## config.mk

```make
export PLATFORM = sky130hd
export DESIGN_NAME = io_bus_master_flat
export DESIGN_NICKNAME = d
export VERILOG_FILES = /design/src/rtl/io_bus_master_pkg.sv /design/src/rtl/io_bus_master_if.sv /design/src/rtl/io_master_timeout.sv /design/src/rtl/io_bus_master.sv /design/src/flat_wrapper.sv
export SDC_FILE = /design/constraint.sdc
export NUM_CORES = 1
export LEC_CHECK = 0
export ABC_AREA = 0
export BUFFER_PORTS_ARGS = -buffer_cell sky130_fd_sc_hd__buf_2
export CORE_MARGIN = 4
export CORE_UTILIZATION = 50
export CTS_BUF_LIST = sky130_fd_sc_hd__clkbuf_4
export CTS_CLUSTER_SIZE = 12
export DETAILED_ROUTE_END_ITERATION = 7
export GPL_ROUTABILITY_DRIVEN = 0
export PLACE_DENSITY = 0.87
export SLEW_MARGIN = 5
export SYNTH_ARGS = -nofsm -noshare
export SYNTH_HDL_FRONTEND = slang
export SYNTH_SLANG_ARGS = --single-unit
```

## constraint.sdc

```tcl
create_clock -name io_clk -period 2.4 [get_ports io_clk]
set_input_delay 0 -clock io_clk [delete_from_list [all_inputs] [get_ports io_clk]]
set_output_delay 0 -clock io_clk [all_outputs]
set_load 0.05 [all_outputs]
```

## src/rtl/io_bus_master_pkg.sv

```systemverilog
// Shared constants, FSM state type and slave-select helper for the IO bus master.
package io_bus_master_pkg;

    localparam int CMD_ADDR_W = 32;
    localparam int IO_ADDR_W  = 28;
    localparam int IO_DATA_W  = 32;
    localparam int IO_SEL_W   = 16;
    localparam int CNT_W      = 16;

    typedef enum logic [2:0] {
        IDLE      = 3'd0,
        WRITE     = 3'd1,
        READ_WAIT = 3'd2,
        RESP      = 3'd3,
        GAP       = 3'd4
    } state_e;

    // Decode the slave index held in the top address nibble into a one-hot select.
    function automatic logic [IO_SEL_W-1:0] slave_onehot(input logic [3:0] idx);
        logic [IO_SEL_W-1:0] sel;
        sel      = '0;
        sel[idx] = 1'b1;
        return sel;
    endfunction

endpackage

```

## src/rtl/io_bus_master_if.sv

```systemverilog
// Command/response handshake plus the slave-side IO bus, bundled for the master.
interface io_bus_master_if;

    logic                                     cmd_valid;
    logic                                     cmd_ready;
    logic                                     cmd_wr;
    logic [io_bus_master_pkg::CMD_ADDR_W-1:0] cmd_addr;
    logic [io_bus_master_pkg::IO_DATA_W-1:0]  cmd_wr_data;

    logic                                     rsp_valid;
    logic                                     rsp_ready;
    logic [io_bus_master_pkg::IO_DATA_W-1:0]  rsp_rd_data;
    logic                                     rsp_timeout;

    logic [io_bus_master_pkg::IO_SEL_W-1:0]   io_sel;
    logic                                     io_sync;
    logic [io_bus_master_pkg::IO_ADDR_W-1:0]  io_addr;
    logic                                     io_rd_en;
    logic                                     io_wr_en;
    logic [io_bus_master_pkg::IO_DATA_W-1:0]  io_wr_data;
    logic [io_bus_master_pkg::IO_DATA_W-1:0]  io_rd_data;
    logic                                     io_rd_ack;

    modport master (
        input  cmd_valid, cmd_wr, cmd_addr, cmd_wr_data, rsp_ready, io_rd_data, io_rd_ack,
        output cmd_ready, rsp_valid, rsp_rd_data, rsp_timeout,
        output io_sel, io_sync, io_addr, io_rd_en, io_wr_en, io_wr_data
    );

    modport slave (
        output cmd_valid, cmd_wr, cmd_addr, cmd_wr_data, rsp_ready, io_rd_data, io_rd_ack,
        input  cmd_ready, rsp_valid, rsp_rd_data, rsp_timeout,
        input  io_sel, io_sync, io_addr, io_rd_en, io_wr_en, io_wr_data
    );

endinterface

```

## src/rtl/io_master_timeout.sv

```systemverilog
// Read-wait latency counter: cleared on load, counts enabled cycles, and flags
// the enabled cycle that would bring the count up to TIMEOUT_CYCLES.
module io_master_timeout
    import io_bus_master_pkg::*;
#(
    parameter int TIMEOUT_CYCLES = 255
) (
    input  logic io_clk,
    input  logic reset,
    input  logic load_i,
    input  logic enable_i,
    output logic expire_o
);

    localparam logic [CNT_W-1:0] LAST_COUNT = CNT_W'(TIMEOUT_CYCLES - 1);

    logic [CNT_W-1:0] count_q;

    // Count wait cycles; a fresh read always starts from zero.
    always_ff @(posedge io_clk) begin
        if (reset || load_i) begin
            count_q <= '0;
        end else if (enable_i) begin
            count_q <= count_q + CNT_W'(1);
        end
    end

    // Expiry is qualified by enable so an acknowledged cycle can never time out.
    assign expire_o = enable_i && (count_q == LAST_COUNT);

endmodule

```

## src/rtl/io_bus_master.sv

```systemverilog
// Single-outstanding IO bus master: accepts a command, drives one write strobe
// or a held read strobe until ack/timeout, returns a response, then idles for
// IDLE_GAP cycles before taking the next command. All outputs are registered.
module io_bus_master
    import io_bus_master_pkg::*;
#(
    parameter int TIMEOUT_CYCLES = 255,
    parameter int IDLE_GAP       = 1
) (
    input  logic              io_clk,
    input  logic              reset,
    io_bus_master_if.master   bus,
    output logic [CNT_W-1:0]  timeout_count
);

    localparam logic [3:0] GAP_LAST = 4'(IDLE_GAP - 1);

    state_e                 state_q;
    logic                   cmd_ready_q;
    logic                   rsp_valid_q;
    logic                   rsp_timeout_q;
    logic [IO_DATA_W-1:0]   rsp_rd_data_q;
    logic [IO_SEL_W-1:0]    io_sel_q;
    logic                   io_sync_q;
    logic [IO_ADDR_W-1:0]   io_addr_q;
    logic                   io_rd_en_q;
    logic                   io_wr_en_q;
    logic [IO_DATA_W-1:0]   io_wr_data_q;
    logic [CNT_W-1:0]       timeout_count_q;
    logic [3:0]             gap_cnt_q;

    logic accept;
    logic tmr_load;
    logic tmr_enable;
    logic tmr_expire;

    assign accept     = (state_q == IDLE) && cmd_ready_q && bus.cmd_valid;
    assign tmr_load   = accept && !bus.cmd_wr;
    assign tmr_enable = (state_q == READ_WAIT) && !bus.io_rd_ack;

    io_master_timeout #(
        .TIMEOUT_CYCLES (TIMEOUT_CYCLES)
    ) u_timeout (
        .io_clk   (io_clk),
        .reset    (reset),
        .load_i   (tmr_load),
        .enable_i (tmr_enable),
        .expire_o (tmr_expire)
    );

    // Transaction FSM with all bus and response outputs registered.
    always_ff @(posedge io_clk) begin
        if (reset) begin
            state_q         <= IDLE;
            cmd_ready_q     <= 1'b1;
            rsp_valid_q     <= 1'b0;
            rsp_timeout_q   <= 1'b0;
            rsp_rd_data_q   <= '0;
            io_sel_q        <= '0;
            io_sync_q       <= 1'b0;
            io_addr_q       <= '0;
            io_rd_en_q      <= 1'b0;
            io_wr_en_q      <= 1'b0;
            io_wr_data_q    <= '0;
            timeout_count_q <= '0;
            gap_cnt_q       <= '0;
        end else begin
            case (state_q)
                IDLE: begin
                    if (accept) begin
                        io_addr_q    <= bus.cmd_addr[IO_ADDR_W-1:0];
                        io_wr_data_q <= bus.cmd_wr_data;
                        io_sel_q     <= slave_onehot(bus.cmd_addr[CMD_ADDR_W-1:IO_ADDR_W]);
                        io_sync_q    <= 1'b1;
                        io_wr_en_q   <= bus.cmd_wr;
                        io_rd_en_q   <= !bus.cmd_wr;
                        cmd_ready_q  <= 1'b0;
                        state_q      <= bus.cmd_wr ? WRITE : READ_WAIT;
                    end
                end

                WRITE: begin
                    io_sel_q      <= '0;
                    io_sync_q     <= 1'b0;
                    io_wr_en_q    <= 1'b0;
                    io_rd_en_q    <= 1'b0;
                    rsp_rd_data_q <= '0;
                    rsp_timeout_q <= 1'b0;
                    rsp_valid_q   <= 1'b1;
                    state_q       <= RESP;
                end

                READ_WAIT: begin
                    // Ack is tested first so data arriving on the last wait cycle wins.
                    if (bus.io_rd_ack) begin
                        io_sel_q      <= '0;
                        io_sync_q     <= 1'b0;
                        io_rd_en_q    <= 1'b0;
                        io_wr_en_q    <= 1'b0;
                        rsp_rd_data_q <= bus.io_rd_data;
                        rsp_timeout_q <= 1'b0;
                        rsp_valid_q   <= 1'b1;
                        state_q       <= RESP;
                    end else if (tmr_expire) begin
                        io_sel_q      <= '0;
                        io_sync_q     <= 1'b0;
                        io_rd_en_q    <= 1'b0;
                        io_wr_en_q    <= 1'b0;
                        rsp_rd_data_q <= '0;
                        rsp_timeout_q <= 1'b1;
                        rsp_valid_q   <= 1'b1;
                        if (timeout_count_q != '1) begin
                            timeout_count_q <= timeout_count_q + CNT_W'(1);
                        end
                        state_q       <= RESP;
                    end
                end

                RESP: begin
                    if (bus.rsp_ready) begin
                        rsp_valid_q <= 1'b0;
                        gap_cnt_q   <= GAP_LAST;
                        state_q     <= GAP;
                    end
                end

                GAP: begin
                    if (gap_cnt_q == 4'd0) begin
                        cmd_ready_q <= 1'b1;
                        state_q     <= IDLE;
                    end else begin
                        gap_cnt_q <= gap_cnt_q - 4'd1;
                    end
                end

                default: begin
                    io_sel_q    <= '0;
                    io_sync_q   <= 1'b0;
                    io_rd_en_q  <= 1'b0;
                    io_wr_en_q  <= 1'b0;
                    rsp_valid_q <= 1'b0;
                    cmd_ready_q <= 1'b1;
                    state_q     <= IDLE;
                end
            endcase
        end
    end

    assign bus.cmd_ready   = cmd_ready_q;
    assign bus.rsp_valid   = rsp_valid_q;
    assign bus.rsp_rd_data = rsp_rd_data_q;
    assign bus.rsp_timeout = rsp_timeout_q;
    assign bus.io_sel      = io_sel_q;
    assign bus.io_sync     = io_sync_q;
    assign bus.io_addr     = io_addr_q;
    assign bus.io_rd_en    = io_rd_en_q;
    assign bus.io_wr_en    = io_wr_en_q;
    assign bus.io_wr_data  = io_wr_data_q;
    assign timeout_count   = timeout_count_q;

endmodule
```

## src/flat_wrapper.sv

```systemverilog
// flat-port wrapper written by rule: the top's interface ports become plain ports
module io_bus_master_flat import io_bus_master_pkg::*;
#(
    parameter int TIMEOUT_CYCLES = 255,
    parameter int IDLE_GAP       = 1
)
  (io_clk, reset, timeout_count, bus_cmd_valid, bus_cmd_wr, bus_cmd_addr, bus_cmd_wr_data, bus_rsp_ready, bus_io_rd_data, bus_io_rd_ack, bus_cmd_ready, bus_rsp_valid, bus_rsp_rd_data, bus_rsp_timeout, bus_io_sel, bus_io_sync, bus_io_addr, bus_io_rd_en, bus_io_wr_en, bus_io_wr_data);
  io_bus_master_if bus_i ();
  input  logic io_clk;
  input  logic reset;
  output logic [CNT_W-1:0] timeout_count;
  input wire logic [$bits(bus_i.cmd_valid)-1:0] bus_cmd_valid;
  input wire logic [$bits(bus_i.cmd_wr)-1:0] bus_cmd_wr;
  input wire logic [$bits(bus_i.cmd_addr)-1:0] bus_cmd_addr;
  input wire logic [$bits(bus_i.cmd_wr_data)-1:0] bus_cmd_wr_data;
  input wire logic [$bits(bus_i.rsp_ready)-1:0] bus_rsp_ready;
  input wire logic [$bits(bus_i.io_rd_data)-1:0] bus_io_rd_data;
  input wire logic [$bits(bus_i.io_rd_ack)-1:0] bus_io_rd_ack;
  output wire logic [$bits(bus_i.cmd_ready)-1:0] bus_cmd_ready;
  output wire logic [$bits(bus_i.rsp_valid)-1:0] bus_rsp_valid;
  output wire logic [$bits(bus_i.rsp_rd_data)-1:0] bus_rsp_rd_data;
  output wire logic [$bits(bus_i.rsp_timeout)-1:0] bus_rsp_timeout;
  output wire logic [$bits(bus_i.io_sel)-1:0] bus_io_sel;
  output wire logic [$bits(bus_i.io_sync)-1:0] bus_io_sync;
  output wire logic [$bits(bus_i.io_addr)-1:0] bus_io_addr;
  output wire logic [$bits(bus_i.io_rd_en)-1:0] bus_io_rd_en;
  output wire logic [$bits(bus_i.io_wr_en)-1:0] bus_io_wr_en;
  output wire logic [$bits(bus_i.io_wr_data)-1:0] bus_io_wr_data;
  assign bus_i.cmd_valid = bus_cmd_valid;
  assign bus_i.cmd_wr = bus_cmd_wr;
  assign bus_i.cmd_addr = bus_cmd_addr;
  assign bus_i.cmd_wr_data = bus_cmd_wr_data;
  assign bus_i.rsp_ready = bus_rsp_ready;
  assign bus_i.io_rd_data = bus_io_rd_data;
  assign bus_i.io_rd_ack = bus_io_rd_ack;
  assign bus_cmd_ready = bus_i.cmd_ready;
  assign bus_rsp_valid = bus_i.rsp_valid;
  assign bus_rsp_rd_data = bus_i.rsp_rd_data;
  assign bus_rsp_timeout = bus_i.rsp_timeout;
  assign bus_io_sel = bus_i.io_sel;
  assign bus_io_sync = bus_i.io_sync;
  assign bus_io_addr = bus_i.io_addr;
  assign bus_io_rd_en = bus_i.io_rd_en;
  assign bus_io_wr_en = bus_i.io_wr_en;
  assign bus_io_wr_data = bus_i.io_wr_data;
  io_bus_master #(.TIMEOUT_CYCLES(TIMEOUT_CYCLES), .IDLE_GAP(IDLE_GAP)) u_core (.io_clk(io_clk), .reset(reset), .bus(bus_i), .timeout_count(timeout_count));
endmodule
```

# Word level (Yosys, flattened, before mapping)
# Cells that the tools add are included.
dict set report word_totals {
  register_bits 153
  inputBits 102
  word_cells 94
}
dict set report op_classes {
  n_addsub 3
  magnitude_cmp 2
  eq_ne 11
  n_mux 36
  bitwise 4
  reduce_logical 24
}
# cell n
set ops {}
lappend ops {{32-bit 2-to-1 mux} 2}
lappend ops {{32-bit one-hot mux with 2 select lines} 1}
lappend ops {{16-bit 2-to-1 mux} 3}
lappend ops {{16-bit one-hot mux with 3 select lines} 1}
lappend ops {{16-bit by 1-bit adder with 16-bit output, second input constant} 2}
lappend ops {{16-bit by 8-bit == test with 1-bit output, second input constant} 1}
lappend ops {{16-bit inequality test, second input constant} 1}
lappend ops {{3-bit 2-to-1 mux} 5}
lappend ops {{3-bit one-hot mux with 5 select lines} 1}
lappend ops {{1-bit 2-to-1 mux} 12}
lappend ops {{1-bit one-hot mux with 3 select lines} 4}
lappend ops {{3-bit AND reduction} 4}
lappend ops {{4-bit 2-to-1 mux} 2}
lappend ops {{4-bit one-hot mux with 2 select lines} 1}
lappend ops {{4-bit AND reduction} 2}
lappend ops {{3-bit by 2-bit == test with 1-bit output, second input constant} 2}
lappend ops {{1-bit logical AND} 6}
lappend ops {{4-bit by 5-bit < comparator with 1-bit output, second input constant} 1}
lappend ops {{1-bit demux with 4-bit select} 1}
lappend ops {{4-bit by 1-bit greater-or-equal comparator with 1-bit output, second input constant} 1}
lappend ops {{4-bit zero test} 1}
lappend ops {{2-bit by 1-bit inequality test with 1-bit output, second input constant} 2}
lappend ops {{2-bit inequality test, second input constant} 2}
lappend ops {{1-bit NOT} 4}
lappend ops {{14 further kinds} 18}

# Longest topological paths before layout
# Gate-level depths: netlist of the first run.
dict set report logic_depth {
  depth_word 6
  ltp_mapped 9
  ltp_nobuf 7
}

# Modules after synthesis
# From an unflattened synthesis of the first run, not the netlist that was laid out.
dict set report unflattened {
  cells_unflattened 706
  hier_area_um2 5992.0
}
# mod n_inst cells_per_inst area_each_um2
set modules_own_cells {}
lappend modules_own_cells {io_bus_master 1 618 5227.5}
lappend modules_own_cells {io_master_timeout 1 88 764.5}

# Least setup slack after synthesis of the first run
# Ideal clock, no wire load.
dict set report synth_timing {
  path_kind {reg2reg}
  startpoint {register u_core.timeout_count_q[0], in the netlist u_core.timeout_count[0]}
  endpoint {register u_core.timeout_count_q[12], in the netlist u_core.timeout_count[12]}
  setup_ns 0.121
  t_arrival_ns 2.260
  path_slack_ns 0.019
  stages_incl_launch_ff 7
  n_path_buf 0
  synth_period_minus_slack_ns 2.381
  path_cell_list {dfxtp_1 ha_1 nand4_1 nor4_4 nor3_4 nand4_1 mux2_2}
}
dict set report synth_between {
  elab_chain_len 2
  word_cells_on_any_way 3
  classes_between {1 x add/sub; 1 x eq/ne; 1 x reduce/logical}
}
# item line_no
set synth_lines {}
lappend synth_lines {{from (decl)} io_bus_master.sv:29} ;# logic [CNT_W-1:0] timeout_count_q;
lappend synth_lines {{from (signal assigned)} io_bus_master.sv:113} ;# timeout_count_q <= timeout_count_q + CNT_W'(1);
lappend synth_lines {{branches (longest 2 deep; another with 16-bit by 1-bit adder with 16-bit output)} n/a}
# Several ways; the timed one is not identified.
# A chain may end at the register's enable or synchronous reset.

# Worst setup path after layout of the first run
dict set report layout_timing {
  startpoint {register u_core.u_timeout.count_q[0]}
  endpoint {register u_core.io_sel_q[3], in the netlist u_core.bus.io_sel[3]}
}
dict set report layout_between {
  elab_chain_len 4
}
# item line_no
set layout_lines {}
lappend layout_lines {{from (decl)} io_master_timeout.sv:17} ;# logic [CNT_W-1:0] count_q;
lappend layout_lines {{from (signal assigned)} io_master_timeout.sv:24} ;# count_q <= count_q + CNT_W'(1);
lappend layout_lines {{16-bit by 8-bit == test with 1-bit output} io_master_timeout.sv:29} ;# assign expire_o = enable_i && (count_q == LAST_COUNT);
lappend layout_lines {{1-bit logical AND} io_master_timeout.sv:29}
lappend layout_lines {{3-bit by 2-bit inequality test with 1-bit output (no line)} n/a}
lappend layout_lines {{3-bit AND reduction (no line)} n/a}
lappend layout_lines {{to (signal assigned)} io_bus_master.sv:73} ;# io_sel_q <= slave_onehot(bus.cmd_addr[CMD_ADDR_W-1:IO_ADDR_W]);
lappend layout_lines {{to (decl)} io_bus_master.sv:23} ;# logic [IO_SEL_W-1:0] io_sel_q;
# Every way passes these cells.

==> flow_summary.yaml, run 1 <==
sta:
  fmax_mhz: 459.8
  hold_viol: 0
  grt_setup_unrepaired: "no"
  slew_viol_final: 0
  worst_pin_slew_ns: 0.8303
  clock-skew-final_ns: 0.02012
  slew_headroom_pct: 43.94
  finalSetupViolations: 0
  period_share_pct: 90.62
  timing.final.crit_period_ns: 2.175
  tns_ns: 0
  setup_ws_ns: 0.2252
worst_setup_path:
  cp_num_buf_inv: 2
  max_stage_delay_ns: 0.47
  crit_chain: "inv_1 -> ha_1 -> nor4b_2 -> and4_1 -> o211ai_2 -> buf_12 -> or4_1 -> a21oi_1"
  cp-startpoint: "u_core.u_timeout.count_q[0]"
  ff2ff_setup_slack_ns: 0.23
  r2r_start: "u_core.u_timeout.count_q[0]"
  timing.rr.end: "u_core.bus.io_sel[3]"
  crit_family: "simple AND/OR/NAND/NOR gates"
  cp-start-kind: "flop"
  endpoint: "u_core.bus.io_sel[3]"
  crit_required_ns: 2.86
  crit_slowest_cell: "or4_1"
  critPathMaxFanout: 35
  worstSetupPathType: "flop to flop"
  rr_worst_depth: 8
  worst_setup_path_end_kind: "flop"
  worst-path-stages: 8
  worstPathArrival_ns: 2.63
pwr:
  p_leak_nw: 3.759
  clock_power_share_pct: 25.2
  powerDensity_nw_per_um2: 806.6
  power_frac_seq_pct: 42.3
  power.switching_w: 0.002645
  pwr-share-comb_pct: 32.4
  swShare_pct: 38.39
  p_int_w: 0.004245
  ir_drop_uv: 584.6
global_route:
  grtUsageTotal_pct: 28.04
  grt_pass1_vias: 6143
  grt_max_degree: 62
  grt_first_pass_wirelength_um: 29970
  overflow: 0
  antenna_found_initial: 2
floorplanning:
  ios: 232
  die_area_um2: 13560
  die_h_um: 116.5
  core-area_um2: 11470
  initial_core_util_pct: 51.28
  rows: 39
  fp.dieW_um: 116.5
finish:
  syn_to_final_growth_pct: 45.26
  fin_util_pct: 74.49
  drive_gt1_share_pct: 29.34
  nFillCells: 759
  nets: 1104
placed_design:
  dpl.hpwl_um: 11000
  io_buffers: 231
  dp_slack_ns: 0.2562
synthesis:
  synth-seq-cells: 153
  synth_edf_count: 0
  yosys.area.top_type: "dfxtp_1"
  postSynthAreaPerCell_um2: 8.751
  synth_commonest_cells: "156 x nand2_1, 153 x dfxtp_1, 80 x a21oi_1"
  yosysWarnings: 0
  synthFlopType: "dfxtp_1"
  synth_cells: 672
  syn_area_um2: 5881
  ys_seq_area_share_pct: 52.09
  synth.most_common_cell: "nand2_1"
  synth_top_cells_by_area: "dfxtp_1 52%, nand2_1 10%, a21oi_1 6.8%"
  yosysUniqueCellTypes: 53
  netlist.area_leader.share_pct: 52.09
  async_flop_share_pct: 0
  synth_nets: 778
detailed_routing:
  via_count: 6246
  wl_um: 19460
  postRouteAntennaNets: 0
  dr.pass1.iters: 5
  route.detailed.drc: 0
  vias_per_cell: 5.412
  drtIter0Drc: 340
  wl_per_cell_um: 16.87
cts:
  cts-root-buf: "clkbuf_4"
  cts.sinks: 153
  htreeDepth: 4
  clk_pin_slew_worst_paths_ns: 0.13
  insertion_delay_ns: 0.53
  ctsResizeCount: 0
  cts_buffers: 17
  postCtsSetupBuffers: 0
  tritoncts: "yes"
  cts_buffer_depth: 2
  cts_hold_buf: 102
worst_hold_path:
  hold_class: "input pin to flop"
run_status:
  status: "complete, no violations"
run:
  maxCapViolations: 0
placed cells by master (no fill, tap or decap), types with 3 or more instances in the layout:
master and count:
nand2b_1 3, a211oi_1 4, nor2b_1 4, nand2_1 156, dlygate4sd3_1 102, nor4_1 7
nand3_1 14, or4_1 6, xnor2_1 18, buf_2 230, xor2_1 8, inv_1 10
buf_4 15, a21oi_1 80, dfxtp_1 153, nand3b_1 4, and4_1 4, and3_1 3
nor4b_2 4, ha_1 4, bufinv_16 4, o21ai_0 9, clkbuf_4 18, nor3_1 5
nand4_1 7, a22o_1 32, or3_1 11, nor2_1 50
cells by family after synthesis:
group / share of synthesized area (%)
adder cells (fa/ha/maj): 0.8511
buffers and inverters: 3.702
multiplexers: 0.7234
XOR/XNOR: 3.872
AND/OR/NAND/NOR: 23.49
flip-flops: 52.09
AO/OA/AOI/OAI: 15.28
metrics by stage:
stage,instance area [µm²],power [W],hold slack [ns],std cells
after floorplan,5881,0.004435,0.1118,672
after global placement,7206,0.004969,0.2091,1020
after detailed placement,7206,0.004997,0.2128,1020
after CTS,8537,0.006846,0.1376,1152
after global routing,8542,0.007164,0.1510,1154
final,8542,0.006890,0.2088,1154
registers in the layout, indices dropped and copies added, names as in the netlist:
name and cells:
u_core.bus.cmd_ready 1, u_core.bus.io_addr 28, u_core.bus.io_rd_en 1, u_core.bus.io_sel 16, u_core.bus.io_sync 1, u_core.bus.io_wr_data 32
u_core.bus.io_wr_en 1, u_core.bus.rsp_rd_data 32, u_core.bus.rsp_timeout 1, u_core.bus.rsp_valid 1, u_core.gap_cnt_q 4, u_core.state_q 3
u_core.timeout_count 16, u_core.u_timeout.count_q 16
worst reg2reg max path, cell delays in order, from the launching register on:
cell	delay [ns]
dfxtp_1	0.33
inv_1	0.07
ha_1	0.14
nor4b_2	0.24
and4_1	0.34
o211ai_2	0.13
buf_12	0.19
or4_1	0.48
a21oi_1	0.19
worst min path at each step:
stage	slack, ns	end	startpoint	cells past startpoint
2_1_floorplan	0.11	u_core.state_q[1]	bus_cmd_wr	1
3_3_place_gp	0.21	u_core.bus.rsp_rd_data[13]	bus_io_rd_data[13]	2
3_5_place_dp	0.21	u_core.bus.rsp_rd_data[2]	bus_io_rd_data[2]	2
4_1_cts	0.14	u_core.bus.rsp_rd_data[2]	bus_io_rd_data[2]	3
5_1_grt	0.15	u_core.bus.rsp_rd_data[2]	bus_io_rd_data[2]	3
6_report	0.21	u_core.bus.rsp_rd_data[10]	bus_io_rd_data[10]	3
cell type report:
| class | instances | area [µm²] | share of cell area, % |
|---|---|---|---|
| clock inverter | 12 | 175.2 | 2.051 |
| inverter | 10 | 37.54 | 0.4394 |
| multi-input combinational | 467 | 2623 | 30.70 |
| antenna | 2 | 5.005 | 0.05859 |
| timing repair buffer | 349 | 2325 | 27.22 |
| tap | 143 | 178.9 | 2.095 |
| sequential | 153 | 3063 | 35.86 |
| clock buffer | 18 | 135.1 | 1.582 |
power by group through the flow:
stage	Sequential [W]	Clock, W	Combinational, W
global route	0.00294	0.00186	0.00236
finish	0.00292	0.00174	0.00223
floorplan	0.00368	0	0.000756
detailed placement	0.00295	0	0.00205
CTS	0.00290	0.00177	0.00218
global placement	0.00294	0	0.00203
per-layer routing:
| layer | vias to the layer above | global-route usage [%] | wire length (µm) |
|---|---|---|---|
| met4 | 0 | 12.14 | 701 |
| met1 | 2890 | 30.92 | 7294 |
| met2 | 321 | 47.98 | 9571 |
| met3 | 66 | 10.93 | 1896 |
| li1 | 2969 | - | - |
| met5 | - | 0 | 0 |
Power figures use the tool's default switching activity.
==> run 2: changes to the inputs <==
--- a/config.mk
+++ b/config.mk
@@ -7,13 +7,14 @@
 export LEC_CHECK = 0
 export ABC_AREA = 0
 export BUFFER_PORTS_ARGS = -buffer_cell sky130_fd_sc_hd__buf_2
+export CAP_MARGIN = 20
 export CORE_MARGIN = 4
-export CORE_UTILIZATION = 50
+export CORE_UTILIZATION = 45
 export CTS_BUF_LIST = sky130_fd_sc_hd__clkbuf_4
 export CTS_CLUSTER_SIZE = 12
 export DETAILED_ROUTE_END_ITERATION = 7
 export GPL_ROUTABILITY_DRIVEN = 0
-export PLACE_DENSITY = 0.87
+export PLACE_DENSITY = 0.8
 export SLEW_MARGIN = 5
 export SYNTH_ARGS = -nofsm -noshare
 export SYNTH_HDL_FRONTEND = slang
==> constraint.sdc (replaced) <==
create_clock -name io_clk -period 2.4 [get_ports io_clk]
set_input_delay 0.24 -clock io_clk [delete_from_list [all_inputs] [get_ports io_clk]]
set_output_delay 0.24 -clock io_clk [all_outputs]
set_load 0.05 [all_outputs]
==> run 2 against run 1 <==
Fmax fell by 2.3%. Worst setup slack worse by 0.051 ns. First-iteration DRC count is 1.5% lower. Critical path type unchanged. Critical endpoint is now u_core.timeout_count[12]. Highest routed layer unchanged.
==> flow_summary.yaml, run 2 (same netlist as run 1, synthesis figures left out) <==
run_status:
  status: "complete, no violations"
placed_design:
  io_buffers: 231
  dp_slack_ns: 0.2122
  dpl.hpwl_um: 11220
  place_inst: 1046
worst_setup_path:
  cp_num_buf_inv: 1
  critPathMaxFanout: 8
  critPathMostFrequentCell: "nand4_1"
  cp-start-kind: "flop"
  timing.rr.end: "u_core.timeout_count[12]"
  r2r_start: "u_core.timeout_count[0]"
  crit_family: "simple AND/OR/NAND/NOR gates"
  crit_required_ns: 2.84
  crit_slowest_cell: "nor4_4"
  crit_chain: "ha_1 -> nand4_1 -> nor4_4 -> nor3_4 -> buf_4 -> nand4_1 -> mux2_2"
  worstSetupPathType: "flop to flop"
  rr_worst_depth: 7
  cp-startpoint: "u_core.timeout_count[0]"
  ff2ff_setup_slack_ns: 0.17
  worst_setup_path_end_kind: "flop"
  worstPathArrival_ns: 2.67
  max_stage_delay_ns: 0.59
sta:
  timing.final.crit_period_ns: 2.226
  finalSetupViolations: 0
  worst_pin_slew_ns: 0.7623
  period_share_pct: 92.74
  grt_setup_unrepaired: "yes"
  hold_viol: 0
  fmax_mhz: 449.3
  hold_slack_ns: 0.1841
  slew_viol_final: 0
  clock-skew-final_ns: 0.02126
  setup_ws_ns: 0.1742
  slew_headroom_pct: 48.53
global_route:
  grtUsageMet1_pct: 28.88
  grt_util_met2_pct: 39.30
  grt_pass1_vias: 5880
  grt_use_met3_pct: 8.387
  busiest_layer: "met2"
  grtUsageTotal_pct: 24.19
  grt_first_pass_wirelength_um: 28950
  antenna_found_initial: 0
  grt_max_degree: 62
  overflow: 0
detailed_routing:
  vias_per_cell: 5.158
  wl_um: 18320
  postRouteAntennaNets: 0
  drtIter0Drc: 335
  dr.pass1.iters: 5
  route.detailed.drc: 0
  wl_per_cell_um: 15.54
  via_count: 6081
pwr:
  ir_drop_uv: 535.8
  p_leak_nw: 3.718
  powerDensity_nw_per_um2: 773.4
cts:
  tritoncts: "yes"
  cts_buffer_depth: 2
  cts.sinks: 153
  insertion_delay_ns: 0.55
  cts_buffers: 17
  clk_pin_slew_worst_paths_ns: 0.13
  htreeDepth: 4
  cts-root-buf: "clkbuf_4"
run:
  maxCapViolations: 0
finish:
  stdcell_count: 1179
  nFillCells: 1021
  syn_to_final_growth_pct: 44.49
  drive_gt1_share_pct: 29.20
  antennaDiodeCount: 0
  final_cell_mix: "230 x buf_2, 156 x nand2_1, 153 x dfxtp_1"
  nets: 1100
  mostFrequentLayoutCell: "buf_2"
  fin_util_pct: 66.79
floorplanning:
  ios: 232
  initial_core_util_pct: 46.22
  rows: 41
  die_area_um2: 14960
  die_h_um: 122.3
  core-area_um2: 12720
  fp.dieW_um: 122.3
worst_hold_path:
  min_path_cells: 2
  min_to: "u_core.timeout_count[9]"
  hold_class: "input pin to flop"
  min_from: "reset"
-- run 2: cell count changes in the layout (fill, tap and decap cells not counted), sizes merged --
cell / change
diode: -2
inv: +3
clkinv: +2
dlygate4sd3: -2
bufinv: -3
buf: -2
-- run 2: area by class of cell --
type / instances / area [µm²] / area share, %
Clock buffer: 18 / 135.1 / 1.590
Clock inverter: 14 / 122.6 / 1.443
Inverter: 10 / 37.54 / 0.4418
Multi-Input combinational cell: 467 / 2634 / 31.00
Sequential cell: 153 / 3063 / 36.05
Tap cell: 172 / 215.2 / 2.533
Timing Repair Buffer: 345 / 2290 / 26.95
-- run 2: what timing repair did --
action / CTS / global route
resized for setup: 0 / 1
setup buffers: 0 / 1
endpoints found under the setup margin: 0 / 2
hold buffers: 100 / 0
endpoints found under the hold margin: 103 / 0
-- run 2: worst reg2reg max path: stages, from the launching register on --
cell     delay [ns]
dfxtp_1        0.42
ha_1           0.22
nand4_1        0.25
nor4_4         0.59
nor3_4         0.04
buf_4          0.18
nand4_1        0.10
mux2_2         0.33
-- run 2: through the flow --
| stage | area [µm²] | TNS [ns] | power, W |
|---|---|---|---|
| 6_report | 8497 | 0 | 0.006571 |
| 4_1_cts | 8478 | 0 | 0.006565 |
| 5_1_grt | 8497 | -0.07219 | 0.006919 |
| 3_5_place_dp | 7219 | 0 | 0.004989 |
| 3_3_place_gp | 7219 | 0 | 0.004959 |
| 2_1_floorplan | 5881 | 0 | 0.004435 |
-- run 2: power breakdown --
part / total [W] / internal, W / switching (W) / leakage [nW]
Combinational: 0.00219 / 0.000644 / 0.00154 / 2.34
Clock: 0.00146 / 0.000530 / 0.000931 / 0.136
Sequential: 0.00292 / 0.00277 / 0.000152 / 1.24
-- run 2: worst max path at each step --
stage,to,depth (start not counted)
final,u_core.timeout_count[12],7
after floorplan,u_core.timeout_count[12],6
after global routing,u_core.timeout_count[3],8
after CTS,u_core.timeout_count[3],6
after detailed placement,u_core.timeout_count[3],6
after global placement,u_core.timeout_count[12],6
-- run 2: per-layer routing --
layer | vias up | wire [µm] | share of wire, %
met2 | 257 | 8846 | 48
met3 | 50 | 1570 | 8.6
met5 | - | 0 | 0
met4 | 0 | 635 | 3.5
met1 | 2807 | 7268 | 40
li1 | 2967 | - | -
==> run 3: changes to the inputs <==
--- a/config.mk
+++ b/config.mk
@@ -14,7 +14,7 @@
 export CTS_CLUSTER_SIZE = 12
 export DETAILED_ROUTE_END_ITERATION = 7
 export GPL_ROUTABILITY_DRIVEN = 0
-export PLACE_DENSITY = 0.8
+export PLACE_DENSITY_LB_ADDON = 0.12
 export SLEW_MARGIN = 5
 export SYNTH_ARGS = -nofsm -noshare
 export SYNTH_HDL_FRONTEND = slang
==> run 3 against run 2 <==
Global-route usage about the same. Die area unchanged. Sequential power about the same. Critical path type unchanged. Highest routed layer unchanged.
==> flow_summary.yaml, run 3 (same netlist as run 1, synthesis figures left out) <==
run_status:
  status: "complete, no violations"
detailed_routing:
  vias_per_cell: 5.124
  wl_met1_um: 6994
  via_count: 6057
  dr.pass1.iters: 4
  drtIter0Drc: 361
  routed-wl-met3_um: 1323
  wl_um: 18190
  postRouteAntennaNets: 0
  route.detailed.drc: 0
  dr_wl_met2_um: 9375
  highest_layer: "met4"
  wl_per_cell_um: 15.39
floorplanning:
  die_h_um: 122.3
  rows: 41
  die_area_um2: 14960
  initial_core_util_pct: 46.22
  core-area_um2: 12720
  fp.dieW_um: 122.3
  ios: 232
cts:
  cts-root-buf: "clkbuf_4"
  htreeDepth: 4
  clk_pin_slew_worst_paths_ns: 0.12
  cts_buffer_depth: 2
  cts.sinks: 153
  tritoncts: "yes"
  cts_buffers: 17
  insertion_delay_ns: 0.56
global_route:
  grt_pass1_vias: 5896
  grtUsageTotal_pct: 24.20
  grt_first_pass_wirelength_um: 28780
  overflow: 0
  grt_max_degree: 43
  antenna_found_initial: 1
run:
  maxCapViolations: 0
sta:
  worst_pin_slew_ns: 0.8744
  slew_headroom_pct: 40.97
  hold_viol: 0
  tns_ns: 0
  timing.final.crit_period_ns: 2.205
  fmax_mhz: 453.4
  period_share_pct: 91.89
  slew_viol_final: 0
  grt_setup_unrepaired: "no"
  clock-skew-final_ns: 0.02132
  finalSetupViolations: 0
worst_setup_path:
  crit_family: "simple AND/OR/NAND/NOR gates"
  worstPathArrival_ns: 2.69
  worstSetupPathType: "flop to flop"
  rr_worst_depth: 8
  crit_chain: "inv_1 -> ha_1 -> nor4b_2 -> and4_2 -> o211ai_2 -> buf_12 -> or4_1 -> a21oi_1"
  worst_setup_path_end_kind: "flop"
  worst-path-stages: 8
  critPathMaxFanout: 35
  cp_num_buf_inv: 2
  max_stage_delay_ns: 0.47
  crit_slowest_cell: "or4_1"
  cp-start-kind: "flop"
  crit_required_ns: 2.88
worst_hold_path:
  min_path_cells: 3
  hold_class: "input pin to flop"
placed_design:
  place_inst: 1050
  dpl.hpwl_um: 12020
  io_buffers: 231
pwr:
  p_leak_nw: 3.769
  powerDensity_nw_per_um2: 802.7
  ir_drop_uv: 486.9
finish:
  drive_gt1_share_pct: 29.44
  mostFrequentLayoutCell: "buf_2"
  syn_to_final_growth_pct: 46.11
  final_cell_mix: "230 x buf_2, 156 x nand2_1, 153 x dfxtp_1"
  nets: 1104
  stdcell_count: 1182
==> run 3: per-stage QoR <==
stage	util (%)	total power, W	hold WS (ns)	cell area, µm²	setup WS [ns]
after global placement	56.98	0.004973	0.4376	7249	0.2667
after CTS	67.26	0.006910	0.005019	8557	0.1470
after global routing	67.54	0.007223	0.02185	8592	0.01430
final	67.54	0.006897	0.06022	8592	0.1947
after detailed placement	56.98	0.005018	0.4439	7249	0.1874
after floorplan	-	0.004435	0.3518	5881	0.01939
==> run 3: tightest hold or removal path, cell delays in order <==
cell	delay, ns
buf_2	0.15
or4_1	0.13
a21oi_1	0.06
==> run 3: final timing paths <==
check,from,endpoint,slack (ns)
max,u_core.u_timeout.count_q[0],u_core.bus.io_sel[2],0.19
min,bus_cmd_addr[30],u_core.bus.io_sel[0],0.06
max reg2reg,u_core.u_timeout.count_q[0],u_core.bus.io_sel[2],0.19
min reg2reg,u_core.bus.io_addr[26],u_core.bus.io_addr[26],0.46
==> run 3: cell type report <==
type | instances | area [µm²]
multi-input cells | 467 | 2640
diodes | 1 | 2.502
fillers | 1091 | 4130
inverters | 10 | 37.54
flip-flops and latches | 153 | 3063
well taps | 172 | 215.2
clock inverters | 12 | 181.4
repair buffers | 349 | 2317
clock buffers | 18 | 135.1
==> run 3: layer usage <==
layer	GRT usage, %	vias to the layer above
li1	-	2963
met1	26.66	2846
met2	42.18	208
met3	8.710	40
met4	10.01	0
met5	0	-
==> run 3: what timing repair did <==
item	4_1_cts	5_1_grt
hold buffers	99	0
setup buffers	0	2
endpoints found under the setup margin	0	5
gates resized for setup	0	3
hold endpoints to repair	102	0
==> run 3: power by group <==
group / switching [W] / leakage (nW) / internal [W]
logic: 0.00156 / 2.36 / 0.000668
registers: 0.000125 / 1.24 / 0.00277
clock network: 0.000857 / 0.165 / 0.000912
total: 0.00255 / 3.77 / 0.00435
